File: config.mk
export PLATFORM = sky130hd
export DESIGN_NAME = muldiv_unit
export DESIGN_NICKNAME = d
export VERILOG_FILES = /design/src/rtl/riscv_pkg.sv /design/src/rtl/muldiv_unit_div_core.sv /design/src/rtl/muldiv_unit.sv
export SDC_FILE = /design/constraint.sdc
export NUM_CORES = 2
export LEC_CHECK = 0
export ABC_AREA = 0
export CAP_MARGIN = 0
export CORE_MARGIN = 4
export CORE_UTILIZATION = 50
export DETAILED_ROUTE_END_ITERATION = 7
export PLACE_DENSITY = 0.66
export SETUP_SLACK_MARGIN = 0.2
export SYNTH_ARGS = -nofsm -noshare
export SYNTH_HDL_FRONTEND = slang
export SYNTH_HIERARCHICAL = 1
export SYNTH_SLANG_ARGS = --single-unit
File: constraint.sdc
create_clock -name clk -period 11.6 [get_ports clk]
set_clock_uncertainty 0.2 [all_clocks]
set_input_delay 2.32 -clock clk [delete_from_list [all_inputs] [get_ports clk]]
set_output_delay 2.32 -clock clk [all_outputs]
set_load 0.05 [all_outputs]
File: src/rtl/riscv_pkg.sv
// riscv_pkg: shared core definitions.
//   XLEN            - architectural register width.
//   alu_op_e        - ALU/M-extension operation select driven by the decoder.
//   muldiv_state_e  - sequencing states of muldiv_unit.
//   DIV_CYCLES      - start-to-done latency of a regular (non special-case) divide.
//   is_mul_op/is_div_op - classify an alu_op_e as an M-extension multiply/divide.
package riscv_pkg;

  localparam int XLEN = 32;

  typedef enum logic [4:0] {
    ALU_ADD,
    ALU_SUB,
    ALU_SLL,
    ALU_SLT,
    ALU_SLTU,
    ALU_XOR,
    ALU_SRL,
    ALU_SRA,
    ALU_OR,
    ALU_AND,
    ALU_LUI,
    ALU_MUL,
    ALU_MULH,
    ALU_MULHSU,
    ALU_MULHU,
    ALU_DIV,
    ALU_DIVU,
    ALU_REM,
    ALU_REMU
  } alu_op_e;

  typedef enum logic [1:0] {
    IDLE,
    MUL,
    DIV,
    FIXUP
  } muldiv_state_e;

  // Accept cycle + XLEN iterations + one sign fix-up cycle.
  localparam int DIV_CYCLES = XLEN + 2;

  function automatic logic is_mul_op(input alu_op_e op);
    return (op == ALU_MUL) || (op == ALU_MULH) || (op == ALU_MULHSU) || (op == ALU_MULHU);
  endfunction

  function automatic logic is_div_op(input alu_op_e op);
    return (op == ALU_DIV) || (op == ALU_DIVU) || (op == ALU_REM) || (op == ALU_REMU);
  endfunction

endpackage

File: src/rtl/muldiv_unit_div_core.sv
// div_core: iterative unsigned restoring divider, one quotient bit per cycle.
//   clk, rst     - clock, asynchronous active-high reset.
//   start_i      - load dividend_i/divisor_i and begin XLEN iterations.
//   abort_i      - drop any in-flight division (wins over start_i).
//   dividend_i   - unsigned dividend.
//   divisor_i    - unsigned divisor (must be non-zero; zero is handled upstream).
//   done_o       - high during the final iteration; quotient_o/remainder_o are
//                  final from the following cycle until the next start_i.
//   quotient_o   - quotient register.
//   remainder_o  - partial / final remainder register.
module div_core #(
  parameter int XLEN = 32
) (
  input  logic            clk,
  input  logic            rst,
  input  logic            start_i,
  input  logic            abort_i,
  input  logic [XLEN-1:0] dividend_i,
  input  logic [XLEN-1:0] divisor_i,
  output logic            done_o,
  output logic [XLEN-1:0] quotient_o,
  output logic [XLEN-1:0] remainder_o
);

  localparam int CW = $clog2(XLEN);

  logic            active_q;
  logic [CW-1:0]   cnt_q;
  logic [XLEN-1:0] rem_q;
  logic [XLEN-1:0] quo_q;
  logic [XLEN-1:0] dvs_q;

  logic [XLEN:0]   rem_shift;
  logic [XLEN:0]   diff;

  // rem_q < divisor always holds, so the shifted remainder fits in XLEN+1 bits
  // and a set diff[XLEN] means the trial subtraction borrowed.
  always_comb begin
    rem_shift = {rem_q, quo_q[XLEN-1]};
    diff      = rem_shift - {1'b0, dvs_q};
  end

  assign done_o      = active_q && (cnt_q == CW'(XLEN - 1));
  assign quotient_o  = quo_q;
  assign remainder_o = rem_q;

  always_ff @(posedge clk or posedge rst) begin
    if (rst) begin
      active_q <= 1'b0;
      cnt_q    <= '0;
      rem_q    <= '0;
      quo_q    <= '0;
      dvs_q    <= '0;
    end else if (abort_i) begin
      active_q <= 1'b0;
      cnt_q    <= '0;
    end else if (start_i) begin
      active_q <= 1'b1;
      cnt_q    <= '0;
      rem_q    <= '0;
      quo_q    <= dividend_i;
      dvs_q    <= divisor_i;
    end else if (active_q) begin
      if (!diff[XLEN]) begin
        rem_q <= diff[XLEN-1:0];
        quo_q <= {quo_q[XLEN-2:0], 1'b1};
      end else begin
        rem_q <= rem_shift[XLEN-1:0];
        quo_q <= {quo_q[XLEN-2:0], 1'b0};
      end
      if (cnt_q == CW'(XLEN - 1)) begin
        active_q <= 1'b0;
        cnt_q    <= '0;
      end else begin
        cnt_q <= cnt_q + 1'b1;
      end
    end
  end

endmodule

File: src/rtl/muldiv_unit.sv
// muldiv_unit: multi-cycle RV32M execution unit beside the EX-stage ALU.
//   clk, rst  - clock, asynchronous active-high reset.
//   start     - request, sampled only while busy=0.
//   op        - M-extension operation, sampled with start.
//   rs1_val   - dividend / multiplicand, sampled with start.
//   rs2_val   - divisor / multiplier, sampled with start.
//   flush     - abort any in-flight operation; also blocks a same-cycle start.
//   busy      - operation in flight (state != IDLE); EX stalls while high.
//   done      - one-cycle pulse, result valid this cycle.
//   result    - last completed result, held until the next done.
//
// Handshake: an operation is accepted in the cycle where start=1, busy=0,
// flush=0 and op is an M op (cycle 0). Non-M ops and requests made while busy
// are dropped silently. The result arrives with a single done pulse, during
// which busy is already low, so the next start may be issued in that cycle.
module muldiv_unit #(
  parameter int XLEN       = riscv_pkg::XLEN,
  parameter int MUL_CYCLES = 2
) (
  input  logic                clk,
  input  logic                rst,
  input  logic                start,
  input  riscv_pkg::alu_op_e  op,
  input  logic [XLEN-1:0]     rs1_val,
  input  logic [XLEN-1:0]     rs2_val,
  input  logic                flush,
  output logic                busy,
  output logic                done,
  output logic [XLEN-1:0]     result
);

  import riscv_pkg::*;

  localparam logic [XLEN-1:0] MIN_NEG = {1'b1, {(XLEN-1){1'b0}}};

  muldiv_state_e   state_q;
  alu_op_e         op_q;
  logic [XLEN-1:0] a_q;
  logic [XLEN-1:0] b_q;
  logic [2:0]      mul_cnt_q;
  logic            q_neg_q;
  logic            r_neg_q;
  logic            done_q;
  logic [XLEN-1:0] result_q;

  logic            is_mul, is_div, accept;
  logic            div_signed, div_is_rem, div_zero, div_ovf, special;
  logic [XLEN-1:0] special_res, dvd_abs, dvs_abs;
  logic            div_start, div_done;
  logic [XLEN-1:0] div_quo, div_rem;

  alu_op_e           mul_op;
  logic [XLEN-1:0]   mul_a, mul_b;
  logic              mul_sa, mul_sb;
  logic [2*XLEN-1:0] mul_ea, mul_eb, prod;
  logic [XLEN-1:0]   mul_res;
  logic [XLEN-1:0]   q_fix, r_fix, fix_res;

  // Accept decode and divide special cases, evaluated on the live inputs.
  always_comb begin
    is_mul     = is_mul_op(op);
    is_div     = is_div_op(op);
    accept     = start && !flush && (state_q == IDLE) && (is_mul || is_div);
    div_signed = (op == ALU_DIV) || (op == ALU_REM);
    div_is_rem = (op == ALU_REM) || (op == ALU_REMU);
    div_zero   = (rs2_val == '0);
    div_ovf    = div_signed && (rs1_val == MIN_NEG) && (rs2_val == '1);
    special    = is_div && (div_zero || div_ovf);
    if (div_zero) special_res = div_is_rem ? rs1_val : '1;
    else          special_res = div_is_rem ? '0 : MIN_NEG;
    dvd_abs    = (div_signed && rs1_val[XLEN-1]) ? -rs1_val : rs1_val;
    dvs_abs    = (div_signed && rs2_val[XLEN-1]) ? -rs2_val : rs2_val;
    div_start  = accept && is_div && !special;
  end

  // Multiplier reads the live operands in IDLE (single-cycle latency) and the
  // captured operands otherwise. The 2*XLEN-bit extension is exact modulo
  // 2^(2*XLEN), which covers every bit any MUL* variant returns.
  always_comb begin
    mul_op  = (state_q == IDLE) ? op : op_q;
    mul_a   = (state_q == IDLE) ? rs1_val : a_q;
    mul_b   = (state_q == IDLE) ? rs2_val : b_q;
    mul_sa  = (mul_op == ALU_MULH) || (mul_op == ALU_MULHSU);
    mul_sb  = (mul_op == ALU_MULH);
    mul_ea  = {{XLEN{mul_sa & mul_a[XLEN-1]}}, mul_a};
    mul_eb  = {{XLEN{mul_sb & mul_b[XLEN-1]}}, mul_b};
    prod    = mul_ea * mul_eb;
    mul_res = (mul_op == ALU_MUL) ? prod[XLEN-1:0] : prod[2*XLEN-1:XLEN];
  end

  // Sign restoration of the unsigned divider outputs.
  always_comb begin
    q_fix   = q_neg_q ? -div_quo : div_quo;
    r_fix   = r_neg_q ? -div_rem : div_rem;
    fix_res = ((op_q == ALU_REM) || (op_q == ALU_REMU)) ? r_fix : q_fix;
  end

  div_core #(
    .XLEN(XLEN)
  ) u_div_core (
    .clk         (clk),
    .rst         (rst),
    .start_i     (div_start),
    .abort_i     (flush),
    .dividend_i  (dvd_abs),
    .divisor_i   (dvs_abs),
    .done_o      (div_done),
    .quotient_o  (div_quo),
    .remainder_o (div_rem)
  );

  always_ff @(posedge clk or posedge rst) begin
    if (rst) begin
      state_q   <= IDLE;
      op_q      <= ALU_ADD;
      a_q       <= '0;
      b_q       <= '0;
      mul_cnt_q <= '0;
      q_neg_q   <= 1'b0;
      r_neg_q   <= 1'b0;
      done_q    <= 1'b0;
      result_q  <= '0;
    end else begin
      done_q <= 1'b0;
      if (flush) begin
        state_q   <= IDLE;
        mul_cnt_q <= '0;
      end else begin
        unique case (state_q)
          IDLE: begin
            if (accept) begin
              op_q <= op;
              if (is_mul) begin
                if (MUL_CYCLES == 1) begin
                  result_q <= mul_res;
                  done_q   <= 1'b1;
                end else begin
                  a_q       <= rs1_val;
                  b_q       <= rs2_val;
                  mul_cnt_q <= 3'd1;
                  state_q   <= MUL;
                end
              end else if (special) begin
                result_q <= special_res;
                done_q   <= 1'b1;
              end else begin
                q_neg_q <= div_signed && (rs1_val[XLEN-1] ^ rs2_val[XLEN-1]);
                r_neg_q <= div_signed && rs1_val[XLEN-1];
                state_q <= DIV;
              end
            end
          end
          MUL: begin
            if (mul_cnt_q == 3'(MUL_CYCLES - 1)) begin
              result_q  <= mul_res;
              done_q    <= 1'b1;
              mul_cnt_q <= '0;
              state_q   <= IDLE;
            end else begin
              mul_cnt_q <= mul_cnt_q + 3'd1;
            end
          end
          DIV: begin
            if (div_done) state_q <= FIXUP;
          end
          FIXUP: begin
            result_q <= fix_res;
            done_q   <= 1'b1;
            state_q  <= IDLE;
          end
          default: state_q <= IDLE;
        endcase
      end
    end
  end

  assign busy   = (state_q != IDLE);
  assign done   = done_q;
  assign result = result_q;

endmodule

* Word-level counts from Yosys, hierarchy flattened *
Index checks and enable logic that the tools add are counted.
Widths: inputs -> output; s select.

word-level totals
  flip-flop bits (word level) = 211
  output and inout bits = 34
  logic and storage cells = 147
  input bits = 73

operators by class
  reductions and logical operators = 41
  multipliers = 1
  multiplexer cells = 49
  bitwise operators = 6
  eq/ne operators = 29
  add/subtract/negate cells = 7

operator list
  operator              number
  $mux 32               20
  $neg 32->32           4
  $pmux 32 s3           1
  $eq 32x32->1 const B  2
  $mul 33x33->64        1
  $eq 5x4->1 const B    8
  $sub 33x32->33        1
  $logic_not 32->1      1
  $eq 5x5->1 const B    6
  $mux 5                5
  $logic_and 1x1->1     12
  $logic_or 1x1->1      12
  $mux 2                6
  $mux 3                4
  $ne 3x3->1 const B    4
  $mux 1                10
  $reduce_bool 3->1     3
  $ne 2x2->1 const B    4
  $pmux 2 s4            1
  $reduce_and 4->1      2
  $pmux 3 s2            1
  $reduce_and 3->1      2
  $reduce_and 6->1      1
  $add 5x1->5 const B   1
  14 further kinds      21

* Logic depth before layout (Yosys ltp) *
  depth after elaboration = 11
  gate-level depth with buffers = 36
  depth with buffers taken out = 32

* Modules after synthesis *
The synthesis kept the hierarchy.

modules (own cells, without submodules)
  module       instances  cells an instance  area each (um^2)  sequential area each (um^2)
  muldiv_unit  1          5,330              46,413.3          2,727.6
  div_core     1          677                6,147.1           2,552.4

* Worst setup path after synthesis *
OpenSTA, ideal clock, no wires.

  kind = input port to flip-flop
  start point = input op[1]
  end point = register result_q[28], in the netlist result[28]
  data required time = 11.274 ns
  stages = 29
  library setup time = 0.126 ns
  slack = 0.727 ns
  arrival = 10.547 ns
  cell sequence = clkbuf_1 nor3_1 o21ai_0 nor2_1 clkbuf_1 nand2_1 fa_1 fa_1 inv_1 fa_1 inv_1 fa_1 inv_1 fa_1 fa_1 fa_1 inv_1 fa_1 inv_1 ha_1 clkbuf_1 a2111o_1 o21a_1 a211oi_1 a21oi_1 a41oi_1 xor2_1 a21oi_1 o32a_1

on the way
  word-level cells in the longest chain between the ends = 8
  elaborated cells between the ends (all ways) = 42
  those cells by class = 1 x mul; 14 x eq/ne; 9 x mux; 2 x bitwise; 16 x reduce/logical

ends and longest elaborated chain
  what                                             RTL line                              source
  start: declaration                               muldiv_unit.sv:23                     input riscv_pkg::alu_op_e op,
  $mux 5 (tied with other cells)                   muldiv_unit.sv:80                     mul_op = (state_q == IDLE) ? op : op_q;
  $eq 5x4->1 (tied with other cells)               muldiv_unit.sv:83, muldiv_unit.sv:84
  $logic_or 1x1->1 (tied with other cells)         muldiv_unit.sv:83                     mul_sa = (mul_op == ALU_MULH) || (mul_op == ALU_MULHSU);
  $and 1x1->1 (tied with other cells)              muldiv_unit.sv:85                     mul_ea = {{XLEN{mul_sa & mul_a[XLEN-1]}}, mul_a};
  $mul 33x33->64 (tied with other cells)           muldiv_unit.sv:87                     prod = mul_ea * mul_eb;
  $mux 32 (tied with other cells)                  muldiv_unit.sv:88                     mul_res = (mul_op == ALU_MUL) ? prod[XLEN-1:0] : prod[2*XLEN-1:XLEN];
  $mux 32 (tied with other cells)                  muldiv_unit.sv:154                    if (mul_cnt_q == 3'(MUL_CYCLES - 1)) begin
  $pmux 32 s3 or $reduce_and 6->1 (tied branches)  --
  end signal: assignment                           muldiv_unit.sv:135                    result_q <= mul_res;
  end signal: assignment                           muldiv_unit.sv:155                    result_q <= mul_res;
  end signal: assignment                           muldiv_unit.sv:167                    result_q <= fix_res;
  end: declaration                                 muldiv_unit.sv:44                     logic [XLEN-1:0] result_q;

Several ways; a longest one is shown, not always the timed one. The select of a mux whose other input is x is not followed.
A chain may end at the register's enable or synchronous reset.

* Worst setup path after layout *
  start point = input rs1_val[17]
  end point = register result_q[26], in the netlist result[26]

on the way
  word-level cells in the longest chain between the ends = 7
  elaborated cells between the ends (all ways) = 12
  those cells by class = 1 x mul; 2 x eq/ne; 4 x mux; 5 x reduce/logical

ends and longest elaborated chain
  what                                                                    RTL line            source
  start: declaration                                                      muldiv_unit.sv:24   input logic [XLEN-1:0] rs1_val,
  parallel branches: the longest is 7 deep, another holds $mul 33x33->64  --
  end signal: assignment                                                  muldiv_unit.sv:135
  end signal: assignment                                                  muldiv_unit.sv:144  result_q <= special_res;
  end signal: assignment                                                  muldiv_unit.sv:155

Several ways; the timed one is not identified. The select of a mux whose other input is x is not followed.

==> results.toml <==
[clocking]
clk_latency_ns = 0.58
cts_resized = 0
cts.path.max_buffers = 3
cts_tree = "yes"
post_cts_buffers = 0
htreeDepth = 1
hold_buffers = 0
clk_pin_slew_worst_paths_ns = 0.06
clock_sinks = 211
cts_buffers = 28
root_buffer = "clkbuf_16"

[yosys]
netlist_area_mm2 = 0.0526
ys_seq_area_share_pct = 10.0
synth-edff-count = 0
syn_nets = 7457
syn_avg_cell_area_um2 = 8.75
synth_async_sr_flop_share_pct = 100
synthCells = 6007
netlist_top_cells_area = "fa_1 (43%), dfrtp_1 (10%), inv_1 (8.9%), nand2_1 (7.3%), ha_1 (6.0%)"
synthFlopType = "dfrtp_1"
yosysTopAreaCellShare_pct = 42.9
yosysUniqueCellTypes = 79
yosysTopAreaCell = "fa_1"
yosys_register_bits = 211
yosysWarnings = 6

[grt]
grt_use_met3_pct = 6.31
grt_pass1_vias = 44100
grt_start_max_net_pins = 88
grt_pass1_wl_um = 269000
grt_overflow = 0
grtUsageTotal_pct = 31.8
use_met2_pct = 50.3
busiest_layer = "met2"
grt_antenna_before_repair = 5
grtUsageMet1_pct = 43.1

[worst_setup_path]
critPathSlowestCell = "clkdlybuf4s50_1"
path_class = "input pin to flop"
cpMostUsedCell = "fa_1"
arrival_ns = 11.28
required_ns = 11.86
worstSetupEndpointType = "flop"
crit_fanout = 9
cp_slowest_stage_delay_ns = 0.60
cp-start-kind = "input pin"
r2r_setup_slack_ns = 1.19

[detailed_routing]
viasPerCell = 5.66
finalWirelength_um = 174000
wire_per_inst_um = 23.1
firstDrtPassIters = 6
drtIter0Drc = 3723
antenna_left = 0
drc = 0
vias = 42700

[min_path]
hold_class = "flop to flop"

[die]
die_x_um = 332
initial_utilization_pct = 50.6
ios = 107
design.die.area_mm2 = 0.110
core_mm2 = 0.104
fp-row-count = 118
fp.dieH_um = 332

[cells_and_area]
layout-drive-gt1-share_pct = 8.22
final_common_cell = "inv_1"
area_growth_pct = 9.60
layout.nets = 7596
final_cell_mix = "inv_1 (1245), fa_1 (1126), nand2_1 (1024)"

[timing]
grt_setup_unrepaired = "false"
hold_viol_final = 0
report.final.slew_viol_count = 0
max_freq_mhz = 90.7
tightest_slew_ns = 1.15
fin_crit_sh_pct = 95.1
fin_crit_ns = 11.03
setup_viol = 0
relSlewSlack_pct = 23.6
tns_ns = 0

[place]
finalWeightedCongestion = 1.06
dp_hpwl_um = 147000
io_buffers = 106

[status]
status = "finished, final reports clean"

[run]
cap_violations = 0
-- metal layers --
| metal | up-vias | share of wire [%] |
|---|---|---|
| met2 | 1955 | 46 |
| met4 | 2 | 5.3 |
| met1 | 21800 | 40 |
| li1 | 18600 | - |
| met5 | - | 0.0075 |
| met3 | 368 | 9.1 |
-- synth_stat cells, types with 108 or more instances --
cell type and count:
a21oi_1 158, clkbuf_1 258, dfrtp_1 211, fa_1 1126, ha_1 251, inv_1 1247, mux2_2 109, mux2i_1 108
nand2_1 1024, nor2_1 425, o21ai_0 235, xnor2_1 130
-- logic make-up after synthesis --
logic type	synth area share (%)
muxes	4.39
AOI/OAI and AO/OA	8.01
xor gates and xnor gates	3.58
DFF	10.0
buffers and inverters	11.1
adders and majority gates	48.9
and+or+nand+nor	14.0
-- flip-flops by register name, indices dropped and copies added, names as in the netlist, 2 cells and up --
register                count
b_q                        32
mul_cnt_q                   3
u_div_core/remainder_o     32
op_q                        5
result                     32
u_div_core/dvs_q           32
u_div_core/cnt_q            5
u_div_core/quotient_o      32
state_q                     2
a_q                        32
-- metrics by stage --
step	hold WS, ns	cell area (um^2)	setup WS, ns	cells	util [%]
global route	0.303	57600	0.240	7548	55.4
global placement	0.263	56600	0.212	7496	54.5
CTS	0.284	57600	0.700	7548	55.4
finish	0.282	57600	0.572	7549	55.4
detailed placement	0.271	56600	0.133	7496	54.5
floorplan	0.250	52600	0.727	6007	-
-- cell type report --
| cell class | instances | area (um^2) |
|---|---|---|
| Multi-Input combinational cell | 4257 | 41600 |
| Timing Repair Buffer | 398 | 3350 |
| Inverter | 1250 | 4700 |
| Clock inverter | 15 | 143 |
| Tap cell | 1380 | 1730 |
| Antenna cell | 1 | 2.50 |
| Sequential cell | 211 | 5280 |
| Clock buffer | 37 | 816 |
| Fill cell | 9593 | 46300 |
-- path summary, 6_finish.rpt --
check	start	endpoint	cells after the start
max reg2reg	state_q[0]$_DFFE_PP0P_	result[26]$_DFFE_PP0P_	30
max in group asynchronous	rst	q_neg_q$_DFFE_PP0P_	3
min reg2reg	result[0]$_DFFE_PP0P_	result[0]$_DFFE_PP0P_	2
min in group asynchronous	rst	u_div_core/dvs_q[18]$_DFFE_PP0P_	2
min	result[0]$_DFFE_PP0P_	result[0]$_DFFE_PP0P_	2
max	rs1_val[17]	result[26]$_DFFE_PP0P_	26
-- critical path, delay by kind of cell --
family                   cells  cell delay, ns
buffers and inverters        5            0.90
adder cells (fa/ha/maj)      9            4.37
XOR/XNOR                     1            0.19
AND/OR/NAND/NOR              2            0.73
AO/OA/AOI/OAI                9            2.75
Power is left out: the tool's default activity adds up to more than one toggle a clock period on the data nets, which glitch-free logic cannot reach.
